==> src/rtl/wf_gather_pkg.sv <==
// Shared constants and record layout for the wavefront-completion gather controller.
package wf_gather_pkg;

  localparam int CU_ID_W   = 3;
  localparam int TAG_W_DEF = 35;
  localparam int RECORD_W  = CU_ID_W + TAG_W_DEF;

  typedef struct packed {
    logic [CU_ID_W-1:0]   cu_id;
    logic [TAG_W_DEF-1:0] tag;
  } wf_record_t;

endpackage

==> src/rtl/wf_gather_ram_ext.sv <==
// Two-port gather RAM: one write port and one registered-read port, no reset on storage.
module wf_gather_ram_ext #(
  parameter int DEPTH = 8,
  parameter int WIDTH = 38,
  parameter int AW    = $clog2(DEPTH)
) (
  input  logic             W0_clk,
  input  logic             W0_en,
  input  logic [AW-1:0]    W0_addr,
  input  logic [WIDTH-1:0] W0_data,
  input  logic             R0_clk,
  input  logic             R0_en,
  input  logic [AW-1:0]    R0_addr,
  output logic [WIDTH-1:0] R0_data
);

  logic [WIDTH-1:0] r_mem [DEPTH];
  logic [WIDTH-1:0] r_rdata;

  // Write port
  always_ff @(posedge W0_clk) begin
    if (W0_en) begin
      r_mem[W0_addr] <= W0_data;
    end
  end

  // Read port: data appears the cycle after the read is issued and holds until the next read
  always_ff @(posedge R0_clk) begin
    if (R0_en) begin
      r_rdata <= r_mem[R0_addr];
    end
  end

  assign R0_data = r_rdata;

endmodule

==> src/rtl/wf_gather_ctrl.sv <==
// Round-robin gather of per-CU wavefront-done reports into a small RAM, drained in order
// through a valid/ready port whose two-entry output stage is the RAM read register plus a skid.
module wf_gather_ctrl
  import wf_gather_pkg::*;
#(
  parameter int N_CU  = 4,
  parameter int TAG_W = 35,
  parameter int DEPTH = 8
) (
  input  logic                     clock,
  input  logic                     reset,
  input  logic                     io_flush,
  input  logic [N_CU-1:0]          io_req_valid,
  output logic [N_CU-1:0]          io_req_ready,
  input  logic [N_CU*TAG_W-1:0]    io_req_tag,
  output logic                     io_out_valid,
  input  logic                     io_out_ready,
  output logic [CU_ID_W+TAG_W-1:0] io_out_bits,
  output logic [3:0]               io_count,
  output logic                     io_full
);

  localparam int             AW      = $clog2(DEPTH);
  localparam int             REC_W   = CU_ID_W + TAG_W;
  localparam logic [3:0]     DEPTH_L = 4'(DEPTH);
  localparam logic [3:0]     NCU_L   = 4'(N_CU);
  localparam logic [2:0]     LAST_CU = 3'(N_CU - 1);
  localparam logic [AW-1:0]  PTR_ONE = AW'(1);

  logic [2:0]       r_rr;
  logic [AW-1:0]    r_wr_ptr;
  logic [AW-1:0]    r_rd_ptr;
  logic [3:0]       r_count;
  logic             r_ram_vld;
  logic             r_skid_vld;
  logic [REC_W-1:0] r_skid;

  logic [2*N_CU-1:0] w_req_dbl;
  logic [N_CU-1:0]   w_req_rot;
  logic              w_found;
  logic [2:0]        w_ofs;
  logic [3:0]        w_sum;
  logic [2:0]        w_gnt_id;
  logic [TAG_W-1:0]  w_gnt_tag;
  logic              w_block;
  logic              w_grant;
  logic [REC_W-1:0]  w_rd_data;
  logic              w_out_valid;
  logic              w_pop;
  logic [1:0]        w_occ_after;
  logic              w_rd;
  logic              w_ram_keep;

  assign w_block   = reset | io_flush;
  assign w_req_dbl = {io_req_valid, io_req_valid};
  assign w_req_rot = N_CU'(w_req_dbl >> r_rr);

  // Arbiter: first valid CU at or after rr, found on the rotated request vector
  always_comb begin
    w_ofs = 3'd0;
    for (int k = N_CU - 1; k >= 0; k--) begin
      w_ofs = w_req_rot[k] ? 3'(k) : w_ofs;
    end
    w_found  = |w_req_rot;
    w_sum    = {1'b0, r_rr} + {1'b0, w_ofs};
    w_gnt_id = (w_sum >= NCU_L) ? 3'(w_sum - NCU_L) : w_sum[2:0];
    w_grant  = w_found & ~w_block & (r_count != DEPTH_L);
  end

  // Grant decode and tag select
  always_comb begin
    io_req_ready = '0;
    w_gnt_tag    = '0;
    for (int i = 0; i < N_CU; i++) begin
      io_req_ready[i] = w_grant & (w_gnt_id == 3'(i));
      w_gnt_tag       = (w_gnt_id == 3'(i)) ? io_req_tag[i*TAG_W +: TAG_W] : w_gnt_tag;
    end
  end

  // A read may refill a slot the consumer frees in this same cycle, giving one record per cycle
  assign w_out_valid = (r_skid_vld | r_ram_vld) & ~w_block;
  assign w_pop       = w_out_valid & io_out_ready;
  assign w_occ_after = {1'b0, r_skid_vld} + {1'b0, r_ram_vld} - {1'b0, w_pop};
  assign w_rd        = ~w_block & (r_count != 4'd0) & (w_occ_after < 2'd2);
  assign w_ram_keep  = r_ram_vld & ~(w_pop & ~r_skid_vld);

  // Round-robin pointer; survives flush
  always_ff @(posedge clock) begin
    if (reset) begin
      r_rr <= 3'd0;
    end else if (w_grant) begin
      r_rr <= (w_gnt_id == LAST_CU) ? 3'd0 : w_gnt_id + 3'd1;
    end else begin
      r_rr <= r_rr;
    end
  end

  // RAM pointers and occupancy
  always_ff @(posedge clock) begin
    if (reset || io_flush) begin
      r_wr_ptr <= '0;
      r_rd_ptr <= '0;
      r_count  <= 4'd0;
    end else begin
      r_wr_ptr <= w_grant ? r_wr_ptr + PTR_ONE : r_wr_ptr;
      r_rd_ptr <= w_rd ? r_rd_ptr + PTR_ONE : r_rd_ptr;
      r_count  <= r_count + {3'b000, w_grant} - {3'b000, w_rd};
    end
  end

  // Output stage: an unconsumed RAM record moves to the skid before a new read overwrites it
  always_ff @(posedge clock) begin
    if (reset || io_flush) begin
      r_ram_vld  <= 1'b0;
      r_skid_vld <= 1'b0;
      r_skid     <= '0;
    end else begin
      r_ram_vld <= w_rd | w_ram_keep;
      if (w_ram_keep && w_rd) begin
        r_skid_vld <= 1'b1;
        r_skid     <= w_rd_data;
      end else begin
        r_skid_vld <= r_skid_vld & ~w_pop;
        r_skid     <= r_skid;
      end
    end
  end

  wf_gather_ram_ext #(
    .DEPTH (DEPTH),
    .WIDTH (REC_W),
    .AW    (AW)
  ) u_ram (
    .W0_clk  (clock),
    .W0_en   (w_grant),
    .W0_addr (r_wr_ptr),
    .W0_data ({w_gnt_id, w_gnt_tag}),
    .R0_clk  (clock),
    .R0_en   (w_rd),
    .R0_addr (r_rd_ptr),
    .R0_data (w_rd_data)
  );

  assign io_out_valid = w_out_valid;
  assign io_out_bits  = r_skid_vld ? r_skid : (r_ram_vld ? w_rd_data : '0);
  assign io_count     = r_count;
  assign io_full      = (r_count == DEPTH_L);

endmodule
==> config.mk <==
export PLATFORM = sky130hd
export DESIGN_NAME = wf_gather_ctrl
export DESIGN_NICKNAME = d
export VERILOG_FILES = /design/src/rtl/wf_gather_pkg.sv /design/src/rtl/wf_gather_ram_ext.sv /design/src/rtl/wf_gather_ctrl.sv
export SDC_FILE = /design/constraint.sdc
export NUM_CORES = 1
export LEC_CHECK = 0
export CAP_MARGIN = 20
export CELL_PAD_IN_SITES_DETAIL_PLACEMENT = 0
export CELL_PAD_IN_SITES_GLOBAL_PLACEMENT = 2
export CORE_AREA = 5 5 209 211
export CTS_CLUSTER_DIAMETER = 120
export DETAILED_ROUTE_END_ITERATION = 8
export DIE_AREA = 0 0 214 216
export GPL_TIMING_DRIVEN = 1
export PLACE_DENSITY_LB_ADDON = 0.15
export SYNTH_ARGS = -nofsm -noshare
export SYNTH_HDL_FRONTEND = slang
export SYNTH_SLANG_ARGS = --single-unit
==> constraint.sdc <==
create_clock -name clock -period 7.3 [get_ports clock]
set_input_delay 1.46 -clock clock [delete_from_list [all_inputs] [get_ports clock]]
set_output_delay 1.46 -clock clock [all_outputs]
set_load 0.1 [all_outputs]
# == Word-level counts from Yosys, hierarchy flattened ==
# Memory sizes are Yosys's and may differ from the RTL's. A register that Yosys moved wholly into a read port is not among the register bits.
# Index checks and enable logic that the tools add are counted.
# word_totals
mem_count,1
out_inout_bits,48
ramBits,304
elab_cells,65
register_bits,53
inputBits,148
# op_classes
shifts,1
n_mux,15
addsub,9
reduce_logical,5
bitwise,20
n_eq_ne,5
n_lt_le_gt_ge,2
# mem_list
name,depth,width,rd,rd_clocked_by_memory_dff,wr,line_no,text
u_ram.r_mem,8,38,1,1,1,wf_gather_ram_ext.sv:17,logic [WIDTH-1:0] r_mem [DEPTH];
# ops
operator,n
2-to-1 mux 35 bit,4
2-to-1 mux 38 bit,2
AND 1 bit,13
adder 3 x 1 -> 3 bit (second input constant),3
2-to-1 mux 2 bit,4
>> shifter 8 x 3 -> 4 bit,1
== test 3 x 2 -> 1 bit (second input constant),2
2-to-1 mux 3 bit,2
adder 3 x 2 -> 4 bit,1
adder 4 x 1 -> 4 bit,1
== test 4 bit (second input constant),1
>= comparator 4 x 3 -> 1 bit (second input constant),1
inequality test 4 bit (second input constant),1
inverter 1 bit,4
nonzero test 4 bit,1
OR reduction 4 bit,1
subtractor 4 x 1 -> 4 bit,1
== test 3 x 1 -> 1 bit (second input constant),1
zero test 3 bit,1
2-to-1 mux 1 bit,3
OR 1 bit,3
subtractor 3 bit (second input constant),1
adder 1 x 1 -> 2 bit,1
less-than comparator 2 bit (second input constant),1
other kinds (3),3

# == Longest topological paths before layout ==
# logic_depth
depth_word,13
depth_mapped,17

# == Cells and area by module ==
# From an unflattened synthesis, not the netlist that was laid out.
# unflattened
hier_cells,1081
hier_area_um2,16482.1
# modules_own_cells
mod,area_each_um2,n_inst,cells_per_inst,seq_area_each_um2
wf_gather_ram_ext,12589.6,1,490,10269.8
wf_gather_ctrl,3892.5,1,591,1061.0

# == Worst setup path after synthesis ==
# OpenSTA, ideal clock, no wires.
# synth_timing
path_type,input to output
from,in io_req_valid[2]
to,out io_req_ready[0]
arrival_time_ps,5349
cell_stages,7
t_required_ps,5840
path_slack_ps,491
cell_sequence,nor2b_2 a311o_1 o21ai_0 ha_1 a21oi_1 nor2_1 nor3b_1
# synth_between
elab_chain_len,10
word_cells_on_any_way,14
classes_between,add/sub: 2; order compare: 1; shift: 1; mux: 5; bitwise: 3; reduce/logical: 2
# synth_lines
element,line_no,text
"start, declared",wf_gather_ctrl.sv:13,"input logic [N_CU-1:0] io_req_valid,"
>> shifter 8 x 3 -> 4 bit (*),wf_gather_ctrl.sv:56,assign w_req_rot = N_CU'(w_req_dbl >> r_rr);
2-to-1 mux 2 bit (3 in series),wf_gather_ctrl.sv:62,w_ofs = w_req_rot[k] ? 3'(k) : w_ofs;
2-to-1 mux 2 bit (*),wf_gather_ctrl.sv:62,
adder 3 x 2 -> 4 bit (*),wf_gather_ctrl.sv:65,"w_sum = {1'b0, r_rr} + {1'b0, w_ofs};"
>= comparator 4 x 3 -> 1 bit / subtractor 3 bit (equally long branches),wf_gather_ctrl.sv:66,w_gnt_id = (w_sum >= NCU_L) ? 3'(w_sum - NCU_L) : w_sum[2:0];
2-to-1 mux 3 bit (*),wf_gather_ctrl.sv:66,
net u_ram.W0_data[37],wf_gather_ram_ext.sv:10,"input logic [WIDTH-1:0] W0_data,"
zero test 3 bit (*),wf_gather_ctrl.sv:75,io_req_ready[i] = w_grant & (w_gnt_id == 3'(i));
AND 1 bit (*),wf_gather_ctrl.sv:75,
"end, declared",wf_gather_ctrl.sv:14,"output logic [N_CU-1:0] io_req_ready,"
# The timed path passes the listed nets; every way through them passes the cells marked *.

# == Final worst setup path ==
# layout_timing
from,in io_req_valid[2]
to,out io_req_ready[2]
# layout_between
elab_chain_len,10
word_cells_on_any_way,14
classes_between,add/sub: 2; order compare: 1; eq/ne: 1; shift: 1; mux: 5; bitwise: 3; reduce/logical: 1
# layout_lines
element,line_no
>> shifter 8 x 3 -> 4 bit (*),wf_gather_ctrl.sv:56
2-to-1 mux 2 bit (3 in series),wf_gather_ctrl.sv:62
2-to-1 mux 2 bit (*),wf_gather_ctrl.sv:62
adder 3 x 2 -> 4 bit (*),wf_gather_ctrl.sv:65
>= comparator 4 x 3 -> 1 bit / subtractor 3 bit (equally long branches),wf_gather_ctrl.sv:66
2-to-1 mux 3 bit (*),wf_gather_ctrl.sv:66
net u_ram.W0_data[37],wf_gather_ram_ext.sv:10
== test 3 x 2 -> 1 bit (*),wf_gather_ctrl.sv:75
AND 1 bit (*),wf_gather_ctrl.sv:75
# Marks and branches as above.

==> run metrics <==
most frequent cells in the layout=342 x edfxtp_1, 201 x nand2_1, 191 x clkdlybuf4s50_1; Comb power frac=slightly below 30%; WP data arrival=around 4.7 ns; Clock Sinks=395; IO buf count=195; Worst Tran Pin Value=1.00 ns; post-CTS resize count=0; RSZ-0062 raised after global routing=no; DRT iter0 DRCs=approximately 510; post-synthesis cell area=approximately 16000 um^2; Seq pwr share=between 40% and 50%; initial antenna violation count=1; clock share of power=between 20% and 30%; internal power=around 0.0053 W; skew final=about 0.017 ns; core area=a little over 40000 um^2; worst-skew pair later-pin latency=~0.53 ns; CTS Buffer Depth=3; die area=approximately 46000 um^2; peak supply drop=~240 uV; Die Ht=216 um; Netlist cell types=53; flops & latches, synth=about 400; clk slew on worst S/H paths=around 0.050 ns; # H-tree levels=2; Die Span X=roughly 210 um; Syn Nets=1239; Slew Viols, Final=0; gr ovfl total=0; reg-to-reg setup timing slack=3.02 ns; final worst path period share=a little over four fifths; final core utilization=between 40% and 50%; CTS tree=built; worst setup path endpoint=io_req_ready[2]; antenna cell count=0; WHS Path Cells=2; clk root buf=clkbuf_16; worst-path maximum fanout=12; layout cell share with drive strength beyond 1=~17%; detailed-router iteration count before antenna repair=4; total wire length=a little under 40000 um; met2 routed WL=approximately 19000 um; routed len/inst=roughly 21 um; crit path from=io_req_valid[2]; Seq/Total Area, Yosys=roughly 69%; slowest stage cell, crit path=a21oi_1; Hold Vio Cnt, Final=0; DP Cell Count=roughly 1800; Tmin final=roughly 6 ns; std cell rows=between 70 and 80; P&R area growth vs syn=23.2%; Max-Cap Viols=0; Syn. warnings=0; final instance area=20300 um^2; TritonCTS Buffers=41; routability cong.=about 0.75; WP data required=between 5 and 6 ns; crit path kind=in -> out; predominant post-synthesis flop cell=edfxtp_1; largest net degree at the start of global routing=80; Max-slew headroom=33.1%; Post-synth EDFFs=roughly 340; TNS Setup=0 ns; first-pass GRT wire length=58900 um; DR vias=~9500; CP Cell Sequence=clkdlybuf4s50_1 -> nor2b_2 -> a311o_1 -> o21ai_0 -> ha_1 -> a21oi_1 -> nor2_1 -> nor3b_1 -> buf_4; power density over the cells=between 300 and 400 nW/um^2; drc violations=0; Antenna Nets Post-Route=0; Synth Instances=around 1100; Ports=between 150 and 200; M1 wire length=roughly 18000 um; NetSw=between 0.002 and 0.0025 W; placed cell areas=around 19000 um^2; Final setup viols=0; Vias/cell=5.18; Post-Syn Area per Cell=between 15 and 20 um^2; CP Capture Type=output pin; switching fraction of total power=31.7%; number of global-route vias before repair=approximately 9800; hold buffers post-CTS=0; hold crit path type=reg -> reg; leakage dissipation=roughly 6.4 nW; Post-Layout Cell Count=around 1800; uppermost layer routed=met4; Setup Fix Bufs, Post-CTS=0; FFs w/ async S/R, synth=0%; Post-DP HPWL=about 23000 um; r2r worst-path depth=12; Worst setup SP type=input port; FMAX=around 0.16 GHz; FF-to-FF Start=r_rr[0]$_SDFFE_PP0P_; most common cell after layout, fill and taps aside=edfxtp_1; # nets final=roughly 1400; GRT Total Usage=between 10% and 20%; starting density of the core=39.6%; status=completed; worst r2r dst=u_ram.r_mem[4][5]$_DFFE_PP_; met3 WL=roughly 1300 um; crit-path max cell delay=approximately 0.56 ns
==> cell type report <==
| type | count | area (um^2) |
|---|---|---|
| Sequential cell | 395 | 11300 |
| Tap cell | 539 | 674 |
| Fill cell | 3571 | 21300 |
| Multi-Input combinational cell | 592 | 4820 |
| Clock inverter | 19 | 146 |
| Clock buffer | 55 | 1130 |
| Inverter | 19 | 71.3 |
| Timing Repair Buffer | 218 | 2110 |
==> sequential cells by signal, indices dropped and copies added (netlist names) <==
name,flops
io_count,4
r_ram_vld,1
r_rd_ptr,3
r_rr,3
r_skid,38
r_skid_vld,1
r_wr_ptr,3
u_ram.R0_data,38
u_ram.r_mem,304
==> through the flow <==
stage               setup slack (ns)  power, W  hold slack, ns
finish                          1.17   0.00778           0.452
global route                   0.888   0.00817           0.472
CTS                             1.16   0.00788           0.454
detailed placement              1.17   0.00588           0.447
global placement                1.23   0.00580           0.442
floorplan                      0.491   0.00505           0.437
==> cells by family after synthesis <==
family	after synthesis	share of synthesized area, %
AOI/OAI and AO/OA	202	7.38
buffers and inverters	86	2.40
muxes	125	13.7
adders and majority gates	18	1.46
and+or+nand+nor	243	6.08
DFF	395	68.8
xor gates and xnor gates	4	0.213
==> power groups by stage <==
stage               Combinational, W  Sequential (W)  Clock (W)
detailed placement           0.00232         0.00356          0
global placement             0.00225         0.00355          0
CTS                          0.00234         0.00351    0.00203
finish                       0.00229         0.00351    0.00198
floorplan                    0.00152         0.00353          0
global route                 0.00252         0.00352    0.00212
==> critical path, delay by kind of cell <==
kind                       cells  cell delay [ns]
adders and majority gates      1             0.30
and+or+nand+nor                3             0.79
buffers and inverters          2             0.80
AOI/OAI and AO/OA              3             1.31
==> per-layer routing <==
| layer | track usage (%) | vias to the layer above |
|---|---|---|
| li1 | - | 4497 |
| met1 | 23.4 | 4803 |
| met2 | 27.3 | 177 |
| met3 | 2.58 | 37 |
| met4 | 2.98 | 0 |
| met5 | 0 | - |
==> synthesized netlist by cell type, types with 4 or more instances <==
cell        n  area [um^2]
mux4_2     76         1710
buf_6       4         45.0
a21oi_1    78          390
o21ai_0    41          205
dfxtp_1    53         1060
buf_1       8         30.0
inv_1      19         71.3
nor2_1     13         48.8
mux2i_1     8         80.1
nand2_1   201          754
edfxtp_1  342        10300
buf_2      22          110
o22ai_1    35          219
o21bai_1   35          263
ha_1       16          200
nor4b_1     4         35.0
mux2_2     39          439
clkbuf_1   31          116
nor3_1      4         20.0
==> how the worst min path moves through the flow <==
stage	startpoint	end	slack (ns)
2_1_floorplan	r_skid[0]$_SDFFE_PP0P_	r_skid[0]$_SDFFE_PP0P_	0.44
3_3_place_gp	r_skid[23]$_SDFFE_PP0P_	r_skid[23]$_SDFFE_PP0P_	0.44
3_5_place_dp	r_skid[26]$_SDFFE_PP0P_	r_skid[26]$_SDFFE_PP0P_	0.45
4_1_cts	r_skid[26]$_SDFFE_PP0P_	r_skid[26]$_SDFFE_PP0P_	0.45
5_1_grt	r_skid[5]$_SDFFE_PP0P_	r_skid[5]$_SDFFE_PP0P_	0.47
6_report	r_skid[26]$_SDFFE_PP0P_	r_skid[26]$_SDFFE_PP0P_	0.45
Note: power is estimated with default switching activity, not from simulation.
